[src/rtl/emitter.sv]
// Streams completed stitched-buffer quarters to the codec, zero-clearing each sample after it is read.
// Latency: go_in to first READY is 3 cycles; sample_req to sample_valid is 1 cycle. Early requests are answered with 0 and underrun.
module emitter #(
    parameter int QUARTER_LEN = 1024
) (
    input  logic        clk,
    input  logic        reset_n,
    input  logic        go_in,
    input  logic [1:0]  window_start,
    output logic [11:0] buf_addr,
    input  logic [15:0] buf_data,
    output logic [15:0] buf_wdata,
    output logic        buf_wren,
    input  logic        sample_req,
    output logic [15:0] sample_data,
    output logic        sample_valid,
    output logic        quarter_done,
    output logic        underrun,
    output logic        overrun
);

    localparam int IDX_W = $clog2(QUARTER_LEN);
    localparam logic [IDX_W-1:0] LAST_IDX = IDX_W'(QUARTER_LEN - 1);

    typedef enum logic [1:0] {
        IDLE,
        FETCH_ADDR,
        FETCH_DATA,
        READY
    } state_t;

    state_t           state;
    logic [1:0]       cur_q;
    logic [IDX_W-1:0] idx;
    logic [1:0]       pend_q;
    logic             pend_v;
    logic [15:0]      hold;

    logic serve;
    logic wrap;
    logic can_start;
    logic start_pend;
    logic start_go;

    // A quarter can begin from IDLE or directly off the last sample of the previous one.
    always_comb begin
        serve      = (state == READY) && sample_req;
        wrap       = serve && (idx == LAST_IDX);
        can_start  = (state == IDLE) || wrap;
        start_pend = can_start && pend_v;
        start_go   = can_start && !pend_v && go_in;
    end

    assign buf_addr  = {cur_q, idx};
    assign buf_wdata = '0;

    always_ff @(posedge clk or negedge reset_n) begin
        if (!reset_n) begin
            state        <= IDLE;
            cur_q        <= '0;
            idx          <= '0;
            pend_q       <= '0;
            pend_v       <= 1'b0;
            hold         <= '0;
            buf_wren     <= 1'b0;
            sample_data  <= '0;
            sample_valid <= 1'b0;
            quarter_done <= 1'b0;
            underrun     <= 1'b0;
            overrun      <= 1'b0;
        end else begin
            sample_valid <= sample_req;
            underrun     <= sample_req && (state != READY);
            quarter_done <= wrap;
            buf_wren     <= (state == FETCH_ADDR);
            if (sample_req) begin
                sample_data <= serve ? hold : '0;
            end

            case (state)
                FETCH_ADDR: state <= FETCH_DATA;
                FETCH_DATA: begin
                    hold  <= buf_data;
                    state <= READY;
                end
                READY: begin
                    if (serve && !wrap) begin
                        idx   <= idx + 1'b1;
                        state <= FETCH_ADDR;
                    end
                end
                default: ;
            endcase

            if (start_pend) begin
                cur_q <= pend_q;
                idx   <= '0;
                state <= FETCH_ADDR;
            end else if (start_go) begin
                cur_q <= window_start;
                idx   <= '0;
                state <= FETCH_ADDR;
            end else if (wrap) begin
                state <= IDLE;
            end

            // The pending slot may refill in the same cycle it is consumed.
            if (go_in && !start_go) begin
                if (!pend_v || start_pend) begin
                    pend_q <= window_start;
                    pend_v <= 1'b1;
                end else begin
                    overrun <= 1'b1;
                end
            end else if (start_pend) begin
                pend_v <= 1'b0;
            end
        end
    end

endmodule

[config.mk]
export PLATFORM = sky130hd
export DESIGN_NAME = emitter
export DESIGN_NICKNAME = d
export VERILOG_FILES = /design/src/rtl/emitter.sv
export SDC_FILE = /design/constraint.sdc
export NUM_CORES = 1
export LEC_CHECK = 0
export CAP_MARGIN = 40
export CORE_ASPECT_RATIO = 0.7
export CORE_MARGIN = 2
export CORE_UTILIZATION = 52
export CTS_BUF_LIST = sky130_fd_sc_hd__clkbuf_16
export CTS_CLUSTER_DIAMETER = 30
export DETAILED_ROUTE_END_ITERATION = 8
export GPL_TIMING_DRIVEN = 0
export PLACE_DENSITY = 0.85
export REMOVE_ABC_BUFFERS = 1
export SETUP_SLACK_MARGIN = 0.02
export SYNTH_ARGS = -nofsm -noshare
export SYNTH_HDL_FRONTEND = slang
export SYNTH_SLANG_ARGS = --single-unit
[constraint.sdc]
create_clock -name clk -period 3.1 [get_ports clk]
set_input_delay 0.62 -clock clk [delete_from_list [all_inputs] [get_ports clk]]
set_output_delay 0.62 -clock clk [all_outputs]
set_load 0.01 [all_outputs]
==> results of run 1 <==
-- placed cells by master, fill, tap and decap left out, drive strengths merged, types with 4 or more instances in the layout --
| cell | instances |
|---|---|
| conb | 16 |
| dfrtp | 54 |
| nand3 | 20 |
| inv | 21 |
| nand4 | 5 |
| a21oi | 8 |
| mux2 | 18 |
| nand2 | 7 |
| nor2 | 7 |
| clkbuf | 5 |
| o21ai | 19 |
| clkdlybuf4s50 | 53 |
| o31ai | 4 |
| ha | 6 |
-- through the flow --
step	util, %	setup slack, ps	cell area (um2)	hold WS [ps]
finish	68.71	359.7	3286	248.9
floorplan	-	1095	2457	324.4
CTS	68.71	376.6	3286	266.1
detailed placement	65.38	92.89	3127	461.8
global placement	64.50	-263.8	3084	456.0
global route	68.71	260.5	3286	283.5
-- worst max path at each step --
stage                     from  depth (start not counted)  endpoint  slack, ps
floorplan             state[1]                          5  cur_q[0]       1090
global placement    sample_req                          5  cur_q[0]       -260
global route          state[1]                          5  cur_q[0]        260
CTS                 sample_req                          6  cur_q[0]        380
finish              sample_req                          6  cur_q[0]        360
detailed placement  sample_req                          6  cur_q[0]         90
-- final cells by class --
type                            count  area (um2)
Fill cell                         363        1496
Sequential cell                    54        1351
Multi-Input combinational cell    152        1027
Timing Repair Buffer               56       583.1
Clock buffer                        5       125.1
Tap cell                           69       86.33
Inverter                           21       78.83
Clock inverter                      2       33.78
-- sequential cells by signal, indices dropped and copies added (netlist names) --
name,flops
buf_wren,1
cur_q,2
hold,16
idx,10
overrun,1
pend_q,2
pend_v,1
quarter_done,1
sample_data,16
sample_valid,1
state,2
underrun,1
-- worst reg2reg max path, cell delays in order, from the launching register on --
cell,delay [ps]
dfrtp_1,410
ha_1,730
and2_1,420
a41oi_2,270
nor2b_2,580
o22a_1,240
-- cells by family after synthesis --
| kind of cell | after synthesis |
|---|---|
| AOI/OAI and AO/OA | 46 |
| xor gates and xnor gates | 2 |
| adders and majority gates | 7 |
| buffers and inverters | 51 |
| DFF | 54 |
| muxes | 19 |
| other | 1 |
| and+or+nand+nor | 62 |
-- routing by layer --
layer,vias up,part of all wire [%],global-route usage (%)
met5,-,0,0
met4,0,0.87,5.114
met3,4,6.3,4.194
met2,88,45,30.64
met1,922,47,27.78
li1,907,-,-
-- power by group --
group          total (mW)  leakage [nW]  internal [mW]  switching (mW)
combinational        1.04         0.613          0.551           0.489
sequential           1.13         0.677          0.968           0.167
clock               0.611        0.0773          0.374           0.237
total                2.79          1.37           1.89           0.893
==> flow_summary.json, run 1 <==
{
  "tightest_slew_ps": 834.4,
  "fin_nets": 318,
  "cts.repair.resized": 0,
  "powerDensity_mw_per_mm2": 848.0,
  "io_buffers": 54,
  "ys_seq_area_share_pct": 52.05,
  "synth_compound_area_share_pct": 11.47,
  "p_leak_nw": 1.367,
  "critPathTopFamily": "buffers and inverters",
  "hold_buffers": 0,
  "rrSetupSlack_ps": 390,
  "ff2ff_path_depth": 5,
  "cp-end-kind": "flop",
  "firstDrtPassIters": 4,
  "status": "completed",
  "htree_levels": 2,
  "slew_violations": 0,
  "slew_headroom_pct": 44.37,
  "slowest_delay_ps": 710,
  "critical_path_arrival_ps": 2970,
  "die_height_um": 63.12,
  "total_power_mw": 2.786,
  "dp.cells": 352,
  "r2r_end": "cur_q[0]",
  "setup_viol": 0,
  "crit_buf_inv": 2,
  "synth.most_common_cell": "dfrtp_1",
  "gr-usage-all-layers_pct": 19.55,
  "initial_core_util_pct": 54.29,
  "avgViaCountPerCell": 5.351,
  "synthSimpleGateAreaFrac_pct": 13.64,
  "diodes": 0,
  "cts.clk_slew.worst_paths_ps": 70,
  "finalSetupTns_ps": 0,
  "grt_max_degree": 39,
  "synth_top_area_share_pct": 52.05,
  "async_flop_share_pct": 100.0,
  "drt_iter0_markers": 127,
  "r2r_start": "state[0]",
  "routed_wl_um": 5185,
  "fmax_ghz": 0.3649,
  "cts_tree": "built",
  "cts-root-buf": "clkbuf_16",
  "rsz0062_at_grt": "no",
  "critPathMaxFanout": 28,
  "start_kind": "input port",
  "yosys-mux-area-fraction_pct": 8.193,
  "clock_skew_ps": 4.922,
  "antenna_left": 0,
  "slowest_stage": "clkdlybuf4s50_1",
  "hp-class": "in -> async",
  "first_global_vias": 1771,
  "insertion_delay_ps": 290,
  "instances_no_fill": 359,
  "drive_gt1_share_pct": 12.07,
  "cts.sinks": 54,
  "gp_congestion": 0.8492,
  "synthTopCellsByCount": "54 x dfrtp_1, 21 x buf_4, 21 x inv_1",
  "min_period_ps": 2740,
  "grt_overflow": 0,
  "boundaryPins": 71,
  "syn_inst": 242,
  "vdd_drop_max_mv": 0.4150,
  "synth_edf_count": 0,
  "dieArea_mm2": 0.005583,
  "drcViolationCount": 0,
  "post-dp-hpwl_um": 3519,
  "drv_cap": 0,
  "synth-seq-cells": 54,
  "fp-row-count": 21,
  "cts_buffers": 5,
  "routedWlPerCell_um": 14.44,
  "antenna_found_initial": 0,
  "hold_viol_final": 0,
  "grt_pass1_wl_um": 8438,
  "die_x_um": 88.46,
  "synthesis.area_mm2": 0.002596,
  "yosysTopAreaCell": "dfrtp_1",
  "core-area_mm2": 0.004782,
  "vias": 1921,
  "synthAdderAreaFrac_pct": 3.277,
  "yosysUniqueCellTypes": 47,
  "area_growth_pct": 26.55,
  "period_share_pct": 88.40,
  "post_cts_buffers": 0,
  "synthTopCellsByArea": "dfrtp_1 52%, mux2_2 6.9%, buf_4 6.1%, nand3_1 3.9%, o21ai_0 3.7%",
  "synth_xor_area_share_pct": 0.6747,
  "required_ps": 3330,
  "path_cells": "clkdlybuf4s50_1, buf_16, and2_1, a41oi_2, nor2b_2, o22a_1",
  "yosys_warnings": 0,
  "syn_avg_cell_area_um2": 10.73,
  "synth_top_family_by_area": "simple AND/OR/NAND/NOR gates",
  "synth_ff_type": "dfrtp_1",
  "worstSetupPathType": "in -> reg",
  "clock_path_buffers": 2
}
Power figures use the tool's default switching activity.
==> inputs of run 2 (changes only) <==
--- a/config.mk
+++ b/config.mk
@@ -8,12 +8,12 @@
 export CAP_MARGIN = 40
 export CORE_ASPECT_RATIO = 0.7
 export CORE_MARGIN = 2
-export CORE_UTILIZATION = 52
+export CORE_UTILIZATION = 43
 export CTS_BUF_LIST = sky130_fd_sc_hd__clkbuf_16
 export CTS_CLUSTER_DIAMETER = 30
 export DETAILED_ROUTE_END_ITERATION = 8
 export GPL_TIMING_DRIVEN = 0
-export PLACE_DENSITY = 0.85
+export PLACE_DENSITY = 0.75
 export REMOVE_ABC_BUFFERS = 1
 export SETUP_SLACK_MARGIN = 0.02
 export SYNTH_ARGS = -nofsm -noshare
==> constraint.sdc (replaced) <==
create_clock -name clk -period 2.3 [get_ports clk]
set_input_delay 0.46 -clock clk [delete_from_list [all_inputs] [get_ports clk]]
set_output_delay 0.46 -clock clk [all_outputs]
set_load 0.01 [all_outputs]
==> flow_summary.json, run 2 (synthesis results as in run 1) <==
{
  "rrSetupSlack_ps": 310,
  "clock_skew_ps": 7.841,
  "slew_violations": 0,
  "final_util_pct": 57.43,
  "grt_overflow": 0,
  "gr-usage-all-layers_pct": 16.42,
  "slowest_stage": "dlygate4sd2_1",
  "cts_tree": "built",
  "required_ps": 2520,
  "worstSetupPathType": "in -> reg",
  "final_cell_mix": "54 x dfrtp_1, 52 x clkdlybuf4s50_1, 22 x inv_1",
  "r2r_end": "state[0]",
  "insertion_delay_ps": 280,
  "initial_core_util_pct": 44.88,
  "hp-class": "in -> async",
  "r2r_start": "state[0]",
  "start_kind": "input port",
  "avgViaCountPerCell": 5.087,
  "cts_buffers": 5,
  "firstDrtPassIters": 4,
  "status": "completed",
  "htree_levels": 2,
  "min_period_ps": 2059,
  "boundaryPins": 71,
  "die_height_um": 69.01,
  "cts.clk_slew.worst_paths_ps": 70,
  "tightest_slew_ps": 759.6,
  "grt_pass1_wl_um": 8928,
  "diodes": 0,
  "dieArea_mm2": 0.006685,
  "period_share_pct": 89.53,
  "cts.sinks": 54,
  "fp-row-count": 23,
  "cp-end-kind": "flop",
  "instances_no_fill": 369,
  "slowest_delay_ps": 470,
  "drcViolationCount": 0,
  "dp.cells": 358,
  "first_global_vias": 1824,
  "vias": 1877,
  "post-dp-hpwl_um": 3628,
  "hold_viol_final": 0,
  "crit_path_start": "sample_req",
  "reg_top3": "hold x16, sample_data x16, idx x10",
  "switching_share_pct": 32.56,
  "clock_path_buffers": 2,
  "path_cells": "dlygate4sd2_1, buf_16, and2_1, nand4_1, or4_1, a21oi_1",
  "cts-root-buf": "clkbuf_16",
  "core-area_mm2": 0.005784,
  "pwr-share-comb_pct": 39.4,
  "setup_viol": 0,
  "io_buffers": 54,
  "fmax_ghz": 0.4856,
  "grt_max_degree": 31,
  "crit_buf_inv": 2,
  "intPower_mw": 2.497,
  "slew_headroom_pct": 49.36,
  "rsz0062_at_grt": "no",
  "p_clk_share_pct": 19.3,
  "vdd_drop_max_mv": 0.5091,
  "drv_cap": 0,
  "final_common_cell": "dfrtp_1",
  "hold_buffers": 0,
  "ff2ff_path_depth": 6,
  "drive_gt1_share_pct": 13.27,
  "antenna_left": 0,
  "critPathTopFamily": "simple AND/OR/NAND/NOR gates",
  "critPathMaxFanout": 27,
  "total_power_mw": 3.702,
  "p_seq_share_pct": 41.3,
  "critical_path_arrival_ps": 2270,
  "routed_wl_um": 5135,
  "area_growth_pct": 27.95,
  "drt_iter0_markers": 75,
  "netSwitchingPower_mw": 1.205,
  "die_x_um": 96.87,
  "antenna_found_initial": 0,
  "p_leak_nw": 1.387,
  "powerDensity_mw_per_mm2": 1114,
  "fin_nets": 321,
  "gp_congestion": 0.8191,
  "routedWlPerCell_um": 13.92
}
run 2: worst max-delay path by stage:
stage | end | depth (start not counted)
6_report | idx[5] | 6
5_1_grt | idx[5] | 6
4_1_cts | idx[5] | 5
3_5_place_dp | cur_q[0] | 6
3_3_place_gp | cur_q[0] | 5
2_1_floorplan | cur_q[0] | 5
run 2: worst reg2reg max path: cells and delay by family (launching register included):
| family | cells | cell delay, ps |
|---|---|---|
| buf+inv | 1 | 170 |
| flops | 1 | 440 |
| fa+ha+maj | 1 | 270 |
| simple gates | 2 | 370 |
| compound gates | 2 | 630 |
run 2: cell type report:
| type | instances | area [um2] |
|---|---|---|
| multi-input cells | 152 | 1056 |
| clock inverters | 3 | 12.51 |
| inverters | 21 | 78.83 |
| flip-flops and latches | 54 | 1351 |
| well taps | 75 | 93.84 |
| clock buffers | 5 | 125.1 |
| fillers | 524 | 2462 |
| repair buffers | 59 | 604.3 |
run 2: power by group through the flow:
stage | clock, mW | combinational (mW) | sequential [mW]
floorplan | 0 | 0.763 | 1.57
global placement | 0 | 1.35 | 1.53
detailed placement | 0 | 1.40 | 1.54
CTS | 0.733 | 1.46 | 1.53
global route | 0.783 | 1.62 | 1.59
finish | 0.714 | 1.46 | 1.53
run 2: routing by layer:
layer	vias to the layer above	track usage (%)	wire length, um
li1	914	-	-
met1	907	23.32	2465
met2	54	24.92	2312
met3	2	4.970	331
met4	0	3.756	25
met5	-	0	0
run 2: metrics by stage:
| stage | area, um2 | hold slack [ps] | setup slack, ps | setup TNS (ps) |
|---|---|---|---|---|
| floorplan | 2457 | 164.4 | 294.8 | 0 |
| global placement | 3092 | 452.2 | -942.9 | -59900 |
| detailed placement | 3134 | 461.4 | -571.3 | -7708 |
| CTS | 3312 | 243.5 | 147.7 | 0 |
| global route | 3322 | 278.5 | 109.9 | 0 |
| finish | 3322 | 219.6 | 240.7 | 0 |
run 2: what timing repair did:
action                                  in CTS  in global routing
gates resized for setup                      4                  1
endpoints found under the setup margin      16                  2
setup buffers                                3                  0
endpoints found under the hold margin        0                  0
cloned                                       0                  0
==> inputs of run 3 (changes only) <==
--- a/config.mk
+++ b/config.mk
@@ -14,6 +14,7 @@
 export DETAILED_ROUTE_END_ITERATION = 8
 export GPL_TIMING_DRIVEN = 0
 export PLACE_DENSITY = 0.75
+export RECOVER_POWER = 25
 export REMOVE_ABC_BUFFERS = 1
 export SETUP_SLACK_MARGIN = 0.02
 export SYNTH_ARGS = -nofsm -noshare
==> flow_summary.json, run 3 (synthesis results as in run 1) <==
{
  "status": "complete, but fails checks",
  "violations": "capacitance limit, slew limit",
  "place_area_mm2": 0.003134,
  "antenna_left": 0,
  "required_ps": 2520,
  "stdcell_area_mm2": 0.003321,
  "clock_path_buffers": 2,
  "routed_wl_um": 5129,
  "dieArea_mm2": 0.006685,
  "use_met1_pct": 23.32,
  "busiest_layer": "met2",
  "min_period_ps": 2065,
  "cts_tree": "built",
  "fp-row-count": 23,
  "grt_overflow": 0,
  "dp_slack_ps": -571.3,
  "drcViolationCount": 0,
  "die_height_um": 69.01,
  "die_x_um": 96.87,
  "start_kind": "input port",
  "vias": 1888,
  "path_cells": "dlygate4sd2_1, buf_16, and2_1, nand4_1, or4_1, a21oi_1",
  "drv_cap": 1,
  "fillers": 524,
  "initial_core_util_pct": 44.88,
  "slowest_stage": "dlygate4sd2_1",
  "critical_path_arrival_ps": 2280,
  "instances_no_fill": 369,
  "insertion_delay_ps": 280,
  "slew_violations": 30,
  "fmax_ghz": 0.4843,
  "dp.cells": 358,
  "avgViaCountPerCell": 5.117,
  "area_growth_pct": 27.90,
  "post-dp-hpwl_um": 3628,
  "final_common_cell": "dfrtp_1",
  "cp-end-kind": "flop",
  "grt_pass1_wl_um": 8928,
  "vdd_drop_max_mv": 0.5093,
  "powerDensity_mw_per_mm2": 1115,
  "slew_headroom_pct": -10.38,
  "p_leak_nw": 1.384,
  "drive_gt1_share_pct": 12.93,
  "final_cell_mix": "54 x dfrtp_1, 52 x clkdlybuf4s50_1, 22 x inv_1",
  "hold_viol_final": 0,
  "rsz0062_at_grt": "no",
  "gp_congestion": 0.8191,
  "cts.clk_slew.worst_paths_ps": 70,
  "worstSetupPathType": "in -> reg",
  "critPathMaxFanout": 27,
  "core-area_mm2": 0.005784,
  "io_buffers": 54,
  "firstDrtPassIters": 4,
  "use_met2_pct": 24.92,
  "diodes": 0,
  "setup_viol": 0,
  "r2r_end": "state[0]",
  "total_power_mw": 3.704,
  "routedWlPerCell_um": 13.90,
  "cts_buffers": 5,
  "cts-root-buf": "clkbuf_16",
  "finalSetupTns_ps": 0,
  "fin_nets": 321,
  "crit_path_start": "sample_req",
  "htree_levels": 2,
  "clock_skew_ps": 8.317,
  "final_util_pct": 57.41,
  "worstSetupEndpoint": "idx[5]",
  "antenna_found_initial": 0,
  "rrSetupSlack_ps": 310,
  "r2r_start": "state[0]",
  "grt_max_degree": 31,
  "register_area_mm2": 0.001351,
  "ff2ff_path_depth": 6,
  "multi_input_area_mm2": 0.001056,
  "reg_top3": "hold x16, sample_data x16, idx x10",
  "tightest_slew_ps": 1656,
  "grtUsageMet3_pct": 4.970,
  "hp-class": "reg -> reg",
  "boundaryPins": 71,
  "gr-usage-all-layers_pct": 16.42,
  "drt_iter0_markers": 83,
  "first_global_vias": 1824,
  "fin_ws_ps": 235.3,
  "slowest_delay_ps": 470,
  "whs_ps": 479.7,
  "cts.sinks": 54,
  "period_share_pct": 89.77
}
-- run 3: changes by cell type in the layout (fill, tap and decap cells not counted), sizes merged --
cell	delta
buf	-1
clkbuf	+1
-- run 3: report_power, final --
group	internal, mW	leakage (nW)	switching [mW]
clock network	0.395	0.0724	0.321
registers	1.30	0.677	0.225
logic	0.798	0.635	0.661
total	2.50	1.38	1.21
-- run 3: cell type report --
| cell class | instances | share of cell area [%] |
|---|---|---|
| Clock buffer | 5 | 3.768 |
| Clock inverter | 3 | 0.3768 |
| Inverter | 21 | 2.374 |
| Multi-Input combinational cell | 152 | 31.80 |
| Sequential cell | 54 | 40.69 |
| Tap cell | 75 | 2.826 |
| Timing Repair Buffer | 59 | 18.16 |
-- run 3: worst max-delay path, delay by kind of cell --
| kind | cells | cell delay, ps |
|---|---|---|
| simple gates | 3 | 970 |
| compound gates | 1 | 150 |
| buf+inv | 2 | 680 |
-- run 3: how the worst min path moves through the flow --
stage                 start         endpoint  slack, ps  cells past startpoint
floorplan           reset_n         buf_wren        160                      0
global placement    overrun          overrun        450                      1
detailed placement  overrun          overrun        460                      1
CTS                 reset_n  sample_data[15]        240                      1
global route        overrun          overrun        500                      1
finish              overrun          overrun        480                      1
-- run 3: repair_timing --
action	CTS	global route
hold buffers	0	0
endpoints found under the hold margin	0	0
endpoints found under the setup margin	16	2
setup buffers	3	0
cloned	0	0
resized for setup	4	1
-- run 3: per-layer routing --
layer	vias up	wire length (um)
met5	-	0
li1	913	-
met1	922	2479
met4	0	25
met2	51	2323
met3	2	300
